==> src/rtl/seq_alu.sv <==
`default_nettype none
// ============================================================================
// Module      : seq_alu
// Description : Sequential ALU with a valid/ready handshake on both sides.
//               ADD/SUB complete one cycle after acceptance; shifts move the
//               working register one bit per cycle (k+1 cycles of latency for
//               a shift count k); illegal modes complete immediately with Err.
// Ports       : Clk, Reset              - clock, synchronous active-high reset
//               InValid/InReady         - request handshake (ready only in IDLE)
//               A, B, Cin, Mode         - operands, carry-in, operation select
//               OutValid/OutReady       - result handshake (valid only in DONE)
//               Result, Cout, Overflow,
//               Zero, Err               - registered result and flags
// Revision    : 1.0 - initial release
// ============================================================================
module seq_alu #(
  parameter int WIDTH = 32,
  parameter int SHW   = $clog2(WIDTH)
) (
  input  logic             Clk,
  input  logic             Reset,
  input  logic             InValid,
  output logic             InReady,
  input  logic [WIDTH-1:0] A,
  input  logic [WIDTH-1:0] B,
  input  logic             Cin,
  input  logic [2:0]       Mode,
  output logic             OutValid,
  input  logic             OutReady,
  output logic [WIDTH-1:0] Result,
  output logic             Cout,
  output logic             Overflow,
  output logic             Zero,
  output logic             Err
);

  localparam logic [2:0] c_MODE_ADD = 3'b000;
  localparam logic [2:0] c_MODE_SUB = 3'b001;
  localparam logic [2:0] c_MODE_SLL = 3'b010;
  localparam logic [2:0] c_MODE_SRL = 3'b011;
  localparam logic [2:0] c_MODE_SRA = 3'b100;

  typedef enum logic [1:0] {
    S_IDLE  = 2'd0,
    S_SHIFT = 2'd1,
    S_DONE  = 2'd2
  } state_t;

  state_t           r_state, w_nextState;
  logic [WIDTH-1:0] r_work,  w_work;
  logic             r_cout,  w_cout;
  logic             r_ovf,   w_ovf;
  logic             r_err,   w_err;
  logic [SHW-1:0]   r_cnt,   w_cnt;
  logic [2:0]       r_mode,  w_mode;

  // One extra bit on each sum so bit WIDTH is the carry-out.  For SUB the
  // carry-out of A + ~B + 1 is exactly the "no borrow" (A >= B) indication.
  logic [WIDTH:0]   w_addSum;
  logic [WIDTH:0]   w_subSum;
  logic [SHW-1:0]   w_shAmt;

  assign w_addSum = {1'b0, A} + {1'b0, B}  + {{WIDTH{1'b0}}, Cin};
  assign w_subSum = {1'b0, A} + {1'b0, ~B} + {{WIDTH{1'b0}}, 1'b1};
  assign w_shAmt  = B[SHW-1:0];

  always_comb begin
    w_nextState = r_state;
    w_work      = r_work;
    w_cout      = r_cout;
    w_ovf       = r_ovf;
    w_err       = r_err;
    w_cnt       = r_cnt;
    w_mode      = r_mode;

    case (r_state)
      S_IDLE: begin
        if (InValid) begin
          w_mode = Mode;
          w_cout = 1'b0;
          w_ovf  = 1'b0;
          w_err  = 1'b0;
          w_cnt  = '0;
          case (Mode)
            c_MODE_ADD: begin
              w_work      = w_addSum[WIDTH-1:0];
              w_cout      = w_addSum[WIDTH];
              w_ovf       = (A[WIDTH-1] == B[WIDTH-1]) &&
                            (w_addSum[WIDTH-1] != A[WIDTH-1]);
              w_nextState = S_DONE;
            end
            c_MODE_SUB: begin
              // Operand signs compared with B inverted, as it enters the adder.
              w_work      = w_subSum[WIDTH-1:0];
              w_cout      = w_subSum[WIDTH];
              w_ovf       = (A[WIDTH-1] != B[WIDTH-1]) &&
                            (w_subSum[WIDTH-1] != A[WIDTH-1]);
              w_nextState = S_DONE;
            end
            c_MODE_SLL, c_MODE_SRL, c_MODE_SRA: begin
              w_work = A;
              if (w_shAmt == '0) begin
                w_nextState = S_DONE;
              end else begin
                w_cnt       = w_shAmt;
                w_nextState = S_SHIFT;
              end
            end
            default: begin
              w_work      = '0;
              w_err       = 1'b1;
              w_nextState = S_DONE;
            end
          endcase
        end
      end

      S_SHIFT: begin
        case (r_mode)
          c_MODE_SLL: begin
            w_work = {r_work[WIDTH-2:0], 1'b0};
            w_cout = r_work[WIDTH-1];
          end
          c_MODE_SRL: begin
            w_work = {1'b0, r_work[WIDTH-1:1]};
            w_cout = r_work[0];
          end
          default: begin
            w_work = {r_work[WIDTH-1], r_work[WIDTH-1:1]};
            w_cout = r_work[0];
          end
        endcase
        w_cnt = r_cnt - SHW'(1);
        // Counter is about to hit zero: this is the last shift step.
        if (r_cnt == SHW'(1)) begin
          w_nextState = S_DONE;
        end
      end

      S_DONE: begin
        if (OutReady) begin
          w_nextState = S_IDLE;
        end
      end

      default: begin
        w_nextState = S_IDLE;
      end
    endcase
  end

  always_ff @(posedge Clk) begin
    if (Reset) begin
      r_state <= S_IDLE;
      r_work  <= '0;
      r_cout  <= 1'b0;
      r_ovf   <= 1'b0;
      r_err   <= 1'b0;
      r_cnt   <= '0;
      r_mode  <= c_MODE_ADD;
    end else begin
      r_state <= w_nextState;
      r_work  <= w_work;
      r_cout  <= w_cout;
      r_ovf   <= w_ovf;
      r_err   <= w_err;
      r_cnt   <= w_cnt;
      r_mode  <= w_mode;
    end
  end

  assign InReady  = (r_state == S_IDLE);
  assign OutValid = (r_state == S_DONE);
  assign Result   = r_work;
  assign Cout     = r_cout;
  assign Overflow = r_ovf;
  assign Err      = r_err;
  assign Zero     = (r_work == '0);

endmodule
`default_nettype wire

==> config.mk <==
export PLATFORM = sky130hd
export DESIGN_NAME = seq_alu
export DESIGN_NICKNAME = d
export VERILOG_FILES = /design/src/rtl/seq_alu.sv
export SDC_FILE = /design/constraint.sdc
export NUM_CORES = 1
export LEC_CHECK = 0
export CAP_MARGIN = 20
export CORE_MARGIN = 10
export CORE_UTILIZATION = 29
export DETAILED_ROUTE_END_ITERATION = 10
export GPL_ROUTABILITY_DRIVEN = 0
export PLACE_DENSITY = 0.46
export SYNTH_ARGS = -nofsm -noshare
export SYNTH_HDL_FRONTEND = slang
export SYNTH_SLANG_ARGS = --single-unit
==> constraint.sdc <==
create_clock -name Clk -period 4.67 [get_ports Clk]
set_input_delay 0.7005 -clock Clk [delete_from_list [all_inputs] [get_ports Clk]]
set_output_delay 0.7005 -clock Clk [all_outputs]
set_load 0.03 [all_outputs]
==> metrics.md <==
| Metric | Value |
|---|---|
| Initial core utilization | 29.7% |
| Syn Nets | 1126 |
| Min-Delay Path Depth | 2 |
| Slew Viols, Final | 0 |
| Hold_sp | r_mode[1] |
| Overflow after GRT | 0 |
| Synth area leaders | dfxtp_1 14%, ha_1 12%, nand2_1 6.8%, a21oi_1 6.5%, nor2_1 6.4% |
| Startpoint Class | input pin |
| CP Buf/Inv Count | 1 |
| # port buffers | 109 |
| Clock root cell | clkbuf_16 |
| Remaining antenna violation count after routing | 0 |
| First-pass GRT wire length | 43.8 mm |
| Yosys warns | 0 |
| HP Class | register to register |
| Crit share post-route | 89.9% |
| Drt pass-1 iters | 5 |
| Mapped Area | 6550 um^2 |
| R2R Setup Slk | 2.14 ns |
| Final setup fails | 0 |
| CP Cell Sequence | clkdlybuf4s50_1 -> fa_1 -> fa_1 -> nor2b_1 -> o21ai_0 -> a311oi_1 -> nor3b_2 -> o221ai_2 -> a21oi_1 -> nand2_1 -> and3_1 -> a2111oi_2 |
| Area Growth Syn to Fin | 24.7% |
| Critical Path AT | 4.40 ns |
| Cells after Synth | 986 |
| Final Hold Vio Count | 0 |
| Worst reg2reg startpoint | r_mode[2] |
| Fillers | 2434 |
| Num rows | 54 |
| Status | finished, final reports clean |
| Ys flop type | dfxtp_1 |
| # nets final | 1210 |
| DIE AREA | 29000 um^2 |
| H-tree Lvls | 2 |
| Final core utilization | 37.1% |
| DRC viols | 0 |
| GRT Util Overall | 18.9% |
| Vias in the first global route | 7417 |
| Inserted Diodes | 0 |
| Initial antenna violation count | 0 |
| Yosys top cell area share | 13.8% |
| Initial drt markers | 636 |
| Critical path type | input pin to register |
| R2R Path End | Result[23] |
| Worst slew pin tran | 0.978 ns |
| Max clock buf depth | 2 |
| CTS resizes | 0 |
| Share of layout cells above drive strength 1 | 6.16% |
| Die height | 170 um |
| CP delay by family, top | compound AO/OA/AOI/OAI gates |
| Clk sinks | 45 |
| Clock slew at reported path FFs | 0.07 ns |
| Post-CTS Setup Repair Bufs | 0 |
| Horiz. Die Dim | 170 um |
| Syn Area/Cell | 6.64 um^2 |
| EDFF count, synth | 0 |
| Worst slew margin | 34.6% |
| Clk_lat worst skew | 0.30 ns |
| Synth Register Bits | 45 |
| CP max stage delay | 0.51 ns |
| Yosys cell types | 75 |
| Sequential fraction of the synthesis area | 13.8% |
| Hold endpoint | r_mode[1] |
| Largest net degree at the start of global routing | 49 |
| Total number of vias | 7681 |
| Crit path max fanout | 5 |
| CP most frequent cell | fa_1 |
| VDD IR max | 135 uV |
| Final TNS setup | 0 ns |
| Critical-path top delay cell | clkdlybuf4s50_1 |
| RSZ-0062 raised after global routing | no |
| Leakage | 0.00320 uW |
| Worst reg-to-reg path cell count | 8 |
| Core ar. | 22000 um^2 |
| Cts bufs inserted | 5 |
| Ys async rst share | 0% |
| Via-to-Cell Ratio | 5.69 |
| Average routed wire per standard cell | 20.9 um |
| Max Cap Violations | 0 |
| Maximum clock rate | 0.238 GHz |
| List of most frequent post-synthesis cells | 118 x nand2_1, 111 x nor2_1, 85 x a21oi_1 |
| Minimum clock period | 4.20 ns |
| Clk_skew | 0.00434 ns |
| WP data required | 4.87 ns |
| Critical Path End Type | register |
| Leading area contributor after synthesis | dfxtp_1 |
| PwrDens | 264 nW/um^2 |
| Num ports | 110 |
| Final wirelength | 28.2 mm |
| Hold buffers post-CTS | 0 |
| Most numerous cell in the Yosys netlist | nand2_1 |
| Clock tree from TritonCTS | done |
| Dpl hpwl | 22.1 mm |
[final cells by class]
class	count	area, um^2	area share, %
Clock inverter	3	68.8	0.842
Tap cell	280	350	4.29
Multi-Input combinational cell	810	5140	63.0
Timing Repair Buffer	143	1340	16.4
Inverter	65	244	2.99
Sequential cell	45	901	11.0
Clock buffer	5	125	1.53
[worst max-delay path by stage]
stage | from | end | slack, ns | depth (start not counted)
3_5_place_dp | B[0] | Result[28] | 0.23 | 12
6_report | B[0] | Result[28] | 0.47 | 12
3_3_place_gp | B[0] | Result[28] | 0.28 | 12
2_1_floorplan | A[0] | Result[18] | 1.35 | 11
4_1_cts | B[0] | Result[28] | 0.52 | 12
5_1_grt | B[0] | Result[20] | 0.15 | 12
[worst min-delay path: stages (launching register included)]
cell,delay (ns)
dfxtp_1,0.32
nand2_1,0.05
a21oi_1,0.05
[placed cells by master, fill, tap and decap left out, drive strengths merged, types with 13 or more instances in the layout]
cell type / netlist / final
o21bai: 13 / 13
nand2: 118 / 118
inv: 64 / 65
nor4: 24 / 24
nor3: 33 / 33
o211ai: 13 / 13
a21oi: 85 / 85
clkdlybuf4s50: 0 / 107
o21ai: 63 / 63
ha: 65 / 65
nand3: 16 / 16
nor2b: 15 / 15
nor2: 111 / 111
dfxtp: 45 / 45
a31oi: 41 / 41
buf: 19 / 36
xnor2: 21 / 21
[per-stage QoR]
| stage | power [uW] | instance area, um^2 | setup WS, ns | hold WS, ns | instances |
|---|---|---|---|---|---|
| 2_1_floorplan | 1210 | 6550 | 1.35 | 0.431 | 986 |
| 3_3_place_gp | 1660 | 7980 | 0.275 | 0.442 | 1343 |
| 3_5_place_dp | 1660 | 7980 | 0.235 | 0.453 | 1343 |
| 4_1_cts | 2160 | 8170 | 0.521 | 0.463 | 1351 |
| 5_1_grt | 2300 | 8170 | 0.148 | 0.510 | 1351 |
| 6_report | 2160 | 8170 | 0.471 | 0.463 | 1351 |
[power by group]
part           internal [uW]  switching, uW  total (uW)
Clock                    310            190         500
Combinational            452            689        1140
Sequential               436           83.4         519
Total                   1200            962        2160
[state kept, by name (all words and copies together) (netlist names)]
register / cells
Err: 1
r_state: 2
Cout: 1
Overflow: 1
Result: 32
r_mode: 3
r_cnt: 5
[metal layers]
metal | global-route usage [%] | up-vias | share of wire (%)
met5 | 0 | - | 0
met4 | 3.74 | 0 | 1.6
met3 | 2.66 | 27 | 5.8
met2 | 29.9 | 267 | 45
met1 | 26.6 | 3638 | 48
li1 | - | 3749 | -
[kinds of logic (layout without fill, tap and decap cells)]
group / count (synthesis) / after routing / share of synthesized area (%)
and+or+nand+nor: 380 / 380 / 27.2
buffers and inverters: 131 / 216 / 7.81
xor gates and xnor gates: 27 / 27 / 3.61
AOI/OAI and AO/OA: 326 / 326 / 32.9
muxes: 9 / 9 / 1.41
adders and majority gates: 68 / 68 / 13.3
DFF: 45 / 45 / 13.8
No activity file was read; power rests on OpenSTA's default activity.
